**config.mk**
```make
export PLATFORM = sky130hd
export DESIGN_NAME = fadd_pipe
export DESIGN_NICKNAME = d
export VERILOG_FILES = /design/src/rtl/fadd_pipe.sv
export SDC_FILE = /design/constraint.sdc
export NUM_CORES = 1
export LEC_CHECK = 0
export ABC_AREA = 1
export CORE_ASPECT_RATIO = 1.75
export CORE_UTILIZATION = 45
export DETAILED_ROUTE_END_ITERATION = 12
export SETUP_SLACK_MARGIN = 0.05
export SYNTH_ARGS = -nofsm -noshare
export SYNTH_HDL_FRONTEND = slang
export SYNTH_SLANG_ARGS = --single-unit
```
**constraint.sdc**
```tcl
create_clock -name clk -period 5.4 [get_ports clk]
set_input_delay 0.81 -clock clk [delete_from_list [all_inputs] [get_ports clk]]
set_output_delay 0.81 -clock clk [all_outputs]
set_load 0.05 [all_outputs]
```
**src/rtl/fadd_pipe.sv**
```systemverilog
// Three-stage pipelined floating-point add/subtract (flush-to-zero, round-to-nearest-even) with a sideband tag.
// Latency: 3 cycles from accept to out_valid; throughput 1 op/cycle.
// Backpressure: the whole pipe freezes while a result waits unaccepted; in_ready is low exactly then.
module fadd_pipe #(
    parameter int EW = 8,
    parameter int MW = 23,
    parameter int TW = 4
) (
    input  logic             clk,
    input  logic             rstn,
    input  logic             in_valid,
    output logic             in_ready,
    input  logic [EW+MW:0]   x1,
    input  logic [EW+MW:0]   x2,
    input  logic             sub,
    input  logic [TW-1:0]    in_tag,
    output logic             out_valid,
    input  logic             out_ready,
    output logic [EW+MW:0]   y,
    output logic [TW-1:0]    out_tag
);
    localparam int W   = 1 + EW + MW;
    localparam int FW  = MW + 4;            // hidden + mantissa + guard/round/sticky
    localparam int SW  = MW + 5;            // FW plus carry-out
    localparam int LZW = $clog2(SW + 1);
    localparam int XW  = EW + 8;            // signed exponent headroom for normalisation
    localparam int DW  = EW + 7;
    localparam logic [DW-1:0] SHMAX = DW'(MW + 3);
    localparam logic [XW-1:0] EMAX  = XW'((1 << EW) - 1);

    typedef struct packed {
        logic          vld;
        logic [TW-1:0] tag;
        logic          sign;
        logic [EW-1:0] exp;
        logic [MW:0]   ma;
        logic [FW-1:0] mb;
        logic          eff_sub;
        logic          special;
        logic [W-1:0]  sp_res;
    } s1_t;

    typedef struct packed {
        logic           vld;
        logic [TW-1:0]  tag;
        logic           sign;
        logic [EW-1:0]  exp;
        logic [SW-1:0]  sum;
        logic [LZW-1:0] lzc;
        logic           special;
        logic [W-1:0]   sp_res;
    } s2_t;

    s1_t s1, s1_n;
    s2_t s2, s2_n;

    function automatic logic [LZW-1:0] lzc_f(input logic [SW-1:0] v);
        lzc_f = LZW'(SW);
        for (int i = 0; i < SW; i++)
            if (v[i]) lzc_f = LZW'(SW - 1 - i);
    endfunction

    assign in_ready = !(out_valid && !out_ready);

    // S1: unpack, flush denormals, resolve specials, order by magnitude, align smaller operand
    logic             sa, sb, a_inf, b_inf, a_zero, b_zero, swap, lost;
    logic [EW+MW-1:0] mag_a, mag_b, mag_big, mag_sml;
    logic [EW-1:0]    d;
    logic [MW:0]      m_sml;
    logic [FW-1:0]    ext, shd, al;
    logic [W-1:0]     sp;

    always_comb begin
        sa      = x1[EW+MW];
        sb      = x2[EW+MW] ^ sub;
        a_inf   = &x1[EW+MW-1:MW];
        b_inf   = &x2[EW+MW-1:MW];
        a_zero  = ~|x1[EW+MW-1:MW];
        b_zero  = ~|x2[EW+MW-1:MW];
        mag_a   = a_zero ? '0 : x1[EW+MW-1:0];
        mag_b   = b_zero ? '0 : x2[EW+MW-1:0];
        swap    = mag_b > mag_a;
        mag_big = swap ? mag_b : mag_a;
        mag_sml = swap ? mag_a : mag_b;
        d       = mag_big[EW+MW-1:MW] - mag_sml[EW+MW-1:MW];
        m_sml   = {|mag_sml[EW+MW-1:MW], mag_sml[MW-1:0]};
        ext     = {m_sml, 3'b000};
        shd     = ext >> d;
        lost    = |(ext & ~({FW{1'b1}} << d));
        if ({{(DW-EW){1'b0}}, d} >= SHMAX)
            al = {{(FW-1){1'b0}}, |m_sml};
        else
            al = {shd[FW-1:1], shd[0] | lost};

        if (a_inf && b_inf)
            sp = (sa == sb) ? {sa, {EW{1'b1}}, {MW{1'b0}}}
                            : {1'b0, {EW{1'b1}}, 1'b1, {(MW-1){1'b0}}};
        else if (a_inf)
            sp = {sa, {EW{1'b1}}, {MW{1'b0}}};
        else if (b_inf)
            sp = {sb, {EW{1'b1}}, {MW{1'b0}}};
        else
            sp = {sa & sb, {(W-1){1'b0}}};

        s1_n.vld     = in_valid;
        s1_n.tag     = in_tag;
        s1_n.sign    = swap ? sb : sa;
        s1_n.exp     = mag_big[EW+MW-1:MW];
        s1_n.ma      = {|mag_big[EW+MW-1:MW], mag_big[MW-1:0]};
        s1_n.mb      = al;
        s1_n.eff_sub = sa ^ sb;
        s1_n.special = a_inf | b_inf | (a_zero & b_zero);
        s1_n.sp_res  = sp;
    end

    // S2: magnitude add/subtract (never negative since A' >= B') and leading-zero count
    logic [SW-1:0] op_a, op_b, sum;

    always_comb begin
        op_a         = {1'b0, s1.ma, 3'b000};
        op_b         = {1'b0, s1.mb};
        sum          = s1.eff_sub ? op_a - op_b : op_a + op_b;
        s2_n.vld     = s1.vld;
        s2_n.tag     = s1.tag;
        s2_n.sign    = s1.sign;
        s2_n.exp     = s1.exp;
        s2_n.sum     = sum;
        s2_n.lzc     = lzc_f(sum);
        s2_n.special = s1.special;
        s2_n.sp_res  = s1.sp_res;
    end

    // S3: normalise so the leading one sits at the carry position, then RNE round and pack
    logic [SW-1:0] norm;
    logic [MW:0]   rnd;
    logic          rup, rcarry;
    logic [XW-1:0] e_res;
    logic [W-1:0]  y_n;

    always_comb begin
        norm   = s2.sum << s2.lzc;
        rup    = norm[3] & ((|norm[2:0]) | norm[4]);
        rnd    = norm[SW-1:4] + (MW+1)'(rup);
        // a rounding overflow wraps the hidden bit to 0; the fraction is then already all zeros
        rcarry = ~rnd[MW];
        e_res  = XW'(s2.exp) + XW'(1) - XW'(s2.lzc) + XW'(rcarry);
        if (s2.special)
            y_n = s2.sp_res;
        else if (~|s2.sum)
            y_n = '0;
        else if (!e_res[XW-1] && (e_res >= EMAX))
            y_n = {s2.sign, {EW{1'b1}}, {MW{1'b0}}};
        else if (e_res[XW-1] || (~|e_res))
            y_n = {s2.sign, {(W-1){1'b0}}};
        else
            y_n = {s2.sign, e_res[EW-1:0], rnd[MW-1:0]};
    end

    always_ff @(posedge clk or negedge rstn) begin
        if (!rstn) begin
            s1        <= '0;
            s2        <= '0;
            out_valid <= 1'b0;
            y         <= '0;
            out_tag   <= '0;
        end else if (in_ready) begin
            s1        <= s1_n;
            s2        <= s2_n;
            out_valid <= s2.vld;
            y         <= y_n;
            out_tag   <= s2.tag;
        end
    end

endmodule
```
==> results.sh, run 1 <==
export IMPL_gr_usage_met1=0.283
export IMPL_grt_overflow=0
export IMPL_fin_setup_tns_ns=0
export IMPL_numCtsBuffers=17
export IMPL_power_density_mw_per_mm2=559
export IMPL_clock_sinks=158
export IMPL_start_kind="register"
export IMPL_rsz0062_at_grt="true"
export IMPL_grt_usage=0.345
export IMPL_row_count=88
export IMPL_crit_fanout=7
export IMPL_cts_clk_slew_worst_paths_ns=0.07
export IMPL_cp_end_kind="register"
export IMPL_first_pass_iters=5
export IMPL_clock_fmax_mhz=191
export IMPL_yosys_area_top_type_share=0.262
export IMPL_status="finished clean"
export IMPL_drv_cap=0
export IMPL_post_route_drc_count=0
export IMPL_cts_tree="built"
export IMPL_dpl_cell_count=3101
export IMPL_layout_commonest_cell="nand2_1"
export IMPL_area_delta_synth_final_pct=32.6
export IMPL_fp_dieH_um=244
export IMPL_ir_worst_vdd_v=0.000363
export IMPL_num_io_pins=111
export IMPL_grt_pass1_vias=17200
export IMPL_synth_area_mm2=0.0151
export IMPL_slew_headroom=0.369
export IMPL_whs_ns=0.301
export IMPL_busiest_layer="met2"
export IMPL_required_ns=5.75
export IMPL_synthCells=2392
export IMPL_drtIter0Drc=794
export IMPL_viasPerCell=5.43
export IMPL_die_w_um=140
export IMPL_ys_seq_elements=158
export IMPL_gp_congestion=1.02
export IMPL_layout_common_cells="nand2_1, buf_4, inv_1, o21ai_0, dfrtp_1"
export IMPL_drv_slew=0
export IMPL_ys_top_cells_by_area="dfrtp_1, nand2_1, o21ai_0"
export IMPL_path_class="reg2reg"
export IMPL_die_area_mm2=0.0343
export IMPL_layout_nets=2914
export IMPL_async_flop_share=1.00
export IMPL_grtUsageMet2=0.682
export IMPL_portBuffers=110
export IMPL_core_area_mm2=0.0330
export IMPL_cts_buffer_depth=2
export IMPL_leakage_uw=0.0102
export IMPL_drive_gt1_frac=0.191
export IMPL_wl_per_cell_um=18.5
export IMPL_holdBufCountCts=0
export IMPL_hpwlAfterDp_um=47500
export IMPL_layout_min_cycle_time_ns=5.24
export IMPL_clk_latency_ns=0.44
export IMPL_routed_wl_um=58500
export IMPL_ys_dominant_reg_cell="dfrtp_1"
export IMPL_ys_types=57
export IMPL_cpPeakStageDelay_ns=0.51
export IMPL_syn_nets=2567
export IMPL_grt_pass1_wl_um=89100
export IMPL_initial_core_util=0.457
export IMPL_grt_util_met3=0.0464
export IMPL_final_antenna_net_count=0
export IMPL_hp_class="in2async"
export IMPL_synth_sequential_area_ratio=0.262
export IMPL_synth_edf_count=0
export IMPL_antenna_found_initial=3
export IMPL_worst_pin_slew_ns=0.939
export IMPL_yosys_area_top_type="dfrtp_1"
export IMPL_min_period_over_period=0.970
export IMPL_finalClockSkew_ns=0.0121
export IMPL_yosysWarnings=0
export IMPL_dr_total_vias=17100
export IMPL_syn_avg_cell_area_um2=6.31
export IMPL_arrival_ns=5.59
export IMPL_finalHoldViolCount=0
export IMPL_layout_cells_non_filler=3158
export IMPL_cp_slowest_cell="dfrtp_2"
export IMPL_htree_levels=4
export IMPL_setup_violations_final=0
export IMPL_grt_max_degree=162
export IMPL_cts_root_buf="clkbuf_16"
path summary, 6_finish.rpt:
kind / startpoint / to / slack [ns] / cells past startpoint
max: s2[33]$_DFFE_PN0N_ / y[3]$_DFFE_PN0N_ / 0.16 / 40
min: rstn / y[13]$_DFFE_PN0N_ / 0.30 / 1
max reg2reg: s2[33]$_DFFE_PN0N_ / y[3]$_DFFE_PN0N_ / 0.16 / 40
min reg2reg: s2[79]$_DFFE_PN0N_ / out_valid$_DFFE_PN0N_ / 0.46 / 2
max in group asynchronous: rstn / op_b[1]$_DFFE_PN0N_ / 4.13 / 2
min in group clk: s2[79]$_DFFE_PN0N_ / out_valid$_DFFE_PN0N_ / 0.46 / 2
logic make-up after synthesis:
kind of cell,count (synthesis),share of synthesized area
buffers and inverters,415,0.108
flip-flops,158,0.262
AO/OA/AOI/OAI,484,0.178
AND/OR/NAND/NOR,1167,0.325
multiplexers,20,0.0133
XOR/XNOR,46,0.0279
adder cells (fa/ha/maj),102,0.0856
cell usage after synthesis (7+ instances only):
| master | count |
|---|---|
| a21oi_1 | 92 |
| a31oi_1 | 18 |
| buf_1 | 16 |
| buf_2 | 13 |
| clkbuf_1 | 81 |
| dfrtp_1 | 158 |
| ha_1 | 100 |
| inv_1 | 290 |
| mux2i_1 | 20 |
| nand2_1 | 768 |
| nand2_2 | 15 |
| nand3_1 | 144 |
| nand4_1 | 31 |
| nor2_1 | 151 |
| nor3_1 | 12 |
| nor4_1 | 17 |
| o211ai_1 | 19 |
| o21ai_0 | 274 |
| o21ai_1 | 11 |
| o22ai_1 | 14 |
| o31ai_1 | 11 |
| xnor2_1 | 7 |
| xor2_1 | 38 |
what timing repair did:
item                       CTS  global route
cloned                       2             4
setup endpoints to repair   31            56
resized for setup           16           156
buffers inserted             1            17
pin swaps                    4            30
stage by stage:
stage	setup slack (ns)	area, µm²	util	power, µW
after floorplan	0.391	15100	-	6050
after global placement	-0.199	18700	0.567	9000
after detailed placement	-0.259	18700	0.567	9080
after CTS	0.0567	19400	0.586	10500
after global routing	-0.233	20000	0.606	12000
final	0.162	20000	0.606	11200
layout make-up:
type	instances	area [µm²]
fillers	3209	13000
multi-input cells	1821	10000
clock buffers	18	439
clock inverters	12	139
flip-flops and latches	158	3960
repair buffers	446	3850
diodes	3	7.51
inverters	295	1110
well taps	405	507
worst max-delay path, delay by kind of cell, from the launching register on:
kind	cells	cell delay [ns]
AOI/OAI and AO/OA	3	0.35
and+or+nand+nor	24	2.74
xor gates and xnor gates	2	0.30
buffers and inverters	10	1.10
DFF	1	0.51
adders and majority gates	1	0.14
state kept, by name, summed over array words and instances (netlist names):
name,count
op_b,27
out_tag,4
s1,19
y,32
op_a,24
out_valid,1
s2,51
power by group:
group          total, µW  leakage (µW)  switching [µW]  internal [µW]
registers           1870       0.00198             305           1570
logic               8090       0.00799            4830           3260
clock network       1220      0.000271             525            692
per-layer routing:
layer / routed length [µm] / up-vias
met1: 18000 / 7852
met2: 32300 / 525
met4: 6300 / 2
met3: 1970 / 266
met5: 13 / -
li1: - / 8498
Note: power is estimated with default switching activity, not from simulation.
==> run 2, diff against run 1 <==
--- a/config.mk
+++ b/config.mk
@@ -8,6 +8,7 @@
 export ABC_AREA = 1
 export CORE_ASPECT_RATIO = 1.75
 export CORE_UTILIZATION = 45
+export CTS_BUF_LIST = sky130_fd_sc_hd__clkbuf_16
 export DETAILED_ROUTE_END_ITERATION = 12
 export SETUP_SLACK_MARGIN = 0.05
 export SYNTH_ARGS = -nofsm -noshare
==> results.sh, run 2 (synthesis gave the netlist of run 1 again) <==
export IMPL_row_count=88
export IMPL_power_frac_clock=0.108
export IMPL_finalHoldViolCount=0
export IMPL_hpwlAfterDp_um=47500
export IMPL_required_ns=5.75
export IMPL_cp_buffers_inverters=11
export IMPL_grt_overflow=0
export IMPL_cts_buffer_depth=2
export IMPL_power_density_mw_per_mm2=559
export IMPL_final_antenna_net_count=0
export IMPL_grt_pass1_vias=17200
export IMPL_rsz0062_at_grt="true"
export IMPL_layout_nets=2914
export IMPL_layout_common_cells="nand2_1, buf_4, inv_1, o21ai_0, dfrtp_1"
export IMPL_routed_wl_um=58600
export IMPL_num_io_pins=111
export IMPL_portBuffers=110
export IMPL_drv_slew=0
export IMPL_multiInputGateArea_mm2=0.0100
export IMPL_top_layer="met5"
export IMPL_cpPeakStageDelay_ns=0.50
export IMPL_ir_worst_vdd_v=0.000364
export IMPL_first_pass_iters=5
export IMPL_initial_core_util=0.457
export IMPL_area_delta_synth_final_pct=32.5
export IMPL_wl_per_cell_um=18.6
export IMPL_htree_levels=4
export IMPL_grt_usage=0.345
export IMPL_cts_clk_slew_worst_paths_ns=0.07
export IMPL_pwr_share_comb=0.725
export IMPL_post_route_drc_count=0
export IMPL_finalClockSkew_ns=0.0116
export IMPL_wl_met2_um=32300
export IMPL_cp_slowest_cell="dfrtp_2"
export IMPL_utilization=0.605
export IMPL_grt_max_degree=162
export IMPL_drive_gt1_frac=0.190
export IMPL_clock_fmax_mhz=191
export IMPL_switching_share=0.507
export IMPL_status="finished clean"
export IMPL_regArea_mm2=0.00396
export IMPL_hp_class="in2async"
export IMPL_fp_dieH_um=244
export IMPL_cts_root_buf="clkbuf_16"
export IMPL_path_class="reg2reg"
export IMPL_crit_fanout=5
export IMPL_power_switching_uw=5660
export IMPL_met1_length_um=18000
export IMPL_core_area_mm2=0.0330
export IMPL_top_register="s2"
export IMPL_gp_congestion=1.02
export IMPL_layout_setup_ws_ns=0.174
export IMPL_drv_cap=0
export IMPL_cp_end_kind="register"
export IMPL_clock_sinks=158
export IMPL_layout_min_cycle_time_ns=5.23
export IMPL_setup_violations_final=0
export IMPL_holdBufCountCts=0
export IMPL_drtIter0Drc=857
export IMPL_antenna_found_initial=3
export IMPL_ff2ff_path_depth=39
export IMPL_dpl_cell_count=3101
export IMPL_num_fill_cells=3210
export IMPL_dr_total_vias=17200
export IMPL_p_seq_frac=0.168
export IMPL_slew_headroom=0.344
export IMPL_internal_power_uw=5510
export IMPL_largest_register_ffs=51
export IMPL_layout_cells_non_filler=3158
export IMPL_cp_top_family="simple AND/OR/NAND/NOR gates"
export IMPL_worst_pin_slew_ns=0.976
export IMPL_layout_commonest_cell="nand2_1"
export IMPL_viasPerCell=5.44
export IMPL_whs_ns=0.302
export IMPL_start_kind="register"
export IMPL_dp_slack_ns=-0.259
export IMPL_cts_tree="built"
export IMPL_grt_pass1_wl_um=89100
export IMPL_leakage_uw=0.0102
export IMPL_clk_latency_ns=0.44
export IMPL_r2r_setup_slack_ns=0.17
export IMPL_cp_depth=39
export IMPL_die_w_um=140
export IMPL_dr_wl_met3_um=1970
export IMPL_die_area_mm2=0.0343
export IMPL_arrival_ns=5.58
export IMPL_numCtsBuffers=17
export IMPL_min_period_over_period=0.968
[run 2: cell count changes in the layout (fill, tap and decap cells not counted)]
cell      delta
clkbuf_8     -1
clkinv_1     +1
[run 2: routing by layer]
layer / vias up / track usage
met4: 2 / 0.339
met3: 258 / 0.0464
met1: 7897 / 0.283
met2: 527 / 0.682
met5: - / 0
li1: 8490 / -
[run 2: path summary, 6_finish.rpt]
path / start / endpoint
max in group asynchronous: rstn / s2[41]$_DFFE_PN0N_
min in group clk: s2[79]$_DFFE_PN0N_ / out_valid$_DFFE_PN0N_
min: rstn / y[13]$_DFFE_PN0N_
max reg2reg: s2[33]$_DFFE_PN0N_ / y[3]$_DFFE_PN0N_
max: s2[33]$_DFFE_PN0N_ / y[3]$_DFFE_PN0N_
min reg2reg: s2[79]$_DFFE_PN0N_ / out_valid$_DFFE_PN0N_
[run 2: through the flow]
stage,total power [µW],cell area [µm²],TNS (ns)
after detailed placement,9080,18700,-6.43
after global placement,9000,18700,-3.55
final,11200,20000,0
after CTS,10500,19300,0
after floorplan,6050,15100,0
after global routing,12000,20000,-5.24
[run 2: worst register-to-register path: cells and delay by family (launching register included)]
kind,cells,cell delay [ns]
simple gates,23,2.65
buf+inv,11,1.21
flops,1,0.50
compound gates,2,0.33
xor+xnor,2,0.30
fa+ha+maj,1,0.14
[run 2: power by group through the flow]
stage	clock network (µW)	registers, µW	logic (µW)
after detailed placement	0	1870	7210
after global routing	1260	1910	8840
after floorplan	0	2090	3950
after global placement	0	1860	7140
final	1200	1870	8100
after CTS	1220	1850	7390
[run 2: final cells by class]
| cell class | count | share of cell area |
|---|---|---|
| Tap cell | 405 | 0.0253 |
| Inverter | 295 | 0.0556 |
| Sequential cell | 158 | 0.198 |
| Multi-Input combinational cell | 1821 | 0.500 |
| Clock buffer | 17 | 0.0213 |
| Clock inverter | 13 | 0.00713 |
| Antenna cell | 3 | 0.000375 |
| Timing Repair Buffer | 446 | 0.193 |
[run 2: timing repair]
item                                    4_1_cts  5_1_grt
resized for setup                            16      156
pin swaps                                     4       30
gates cloned                                  2        4
endpoints found under the setup margin       31       56
buffers inserted                              1       17
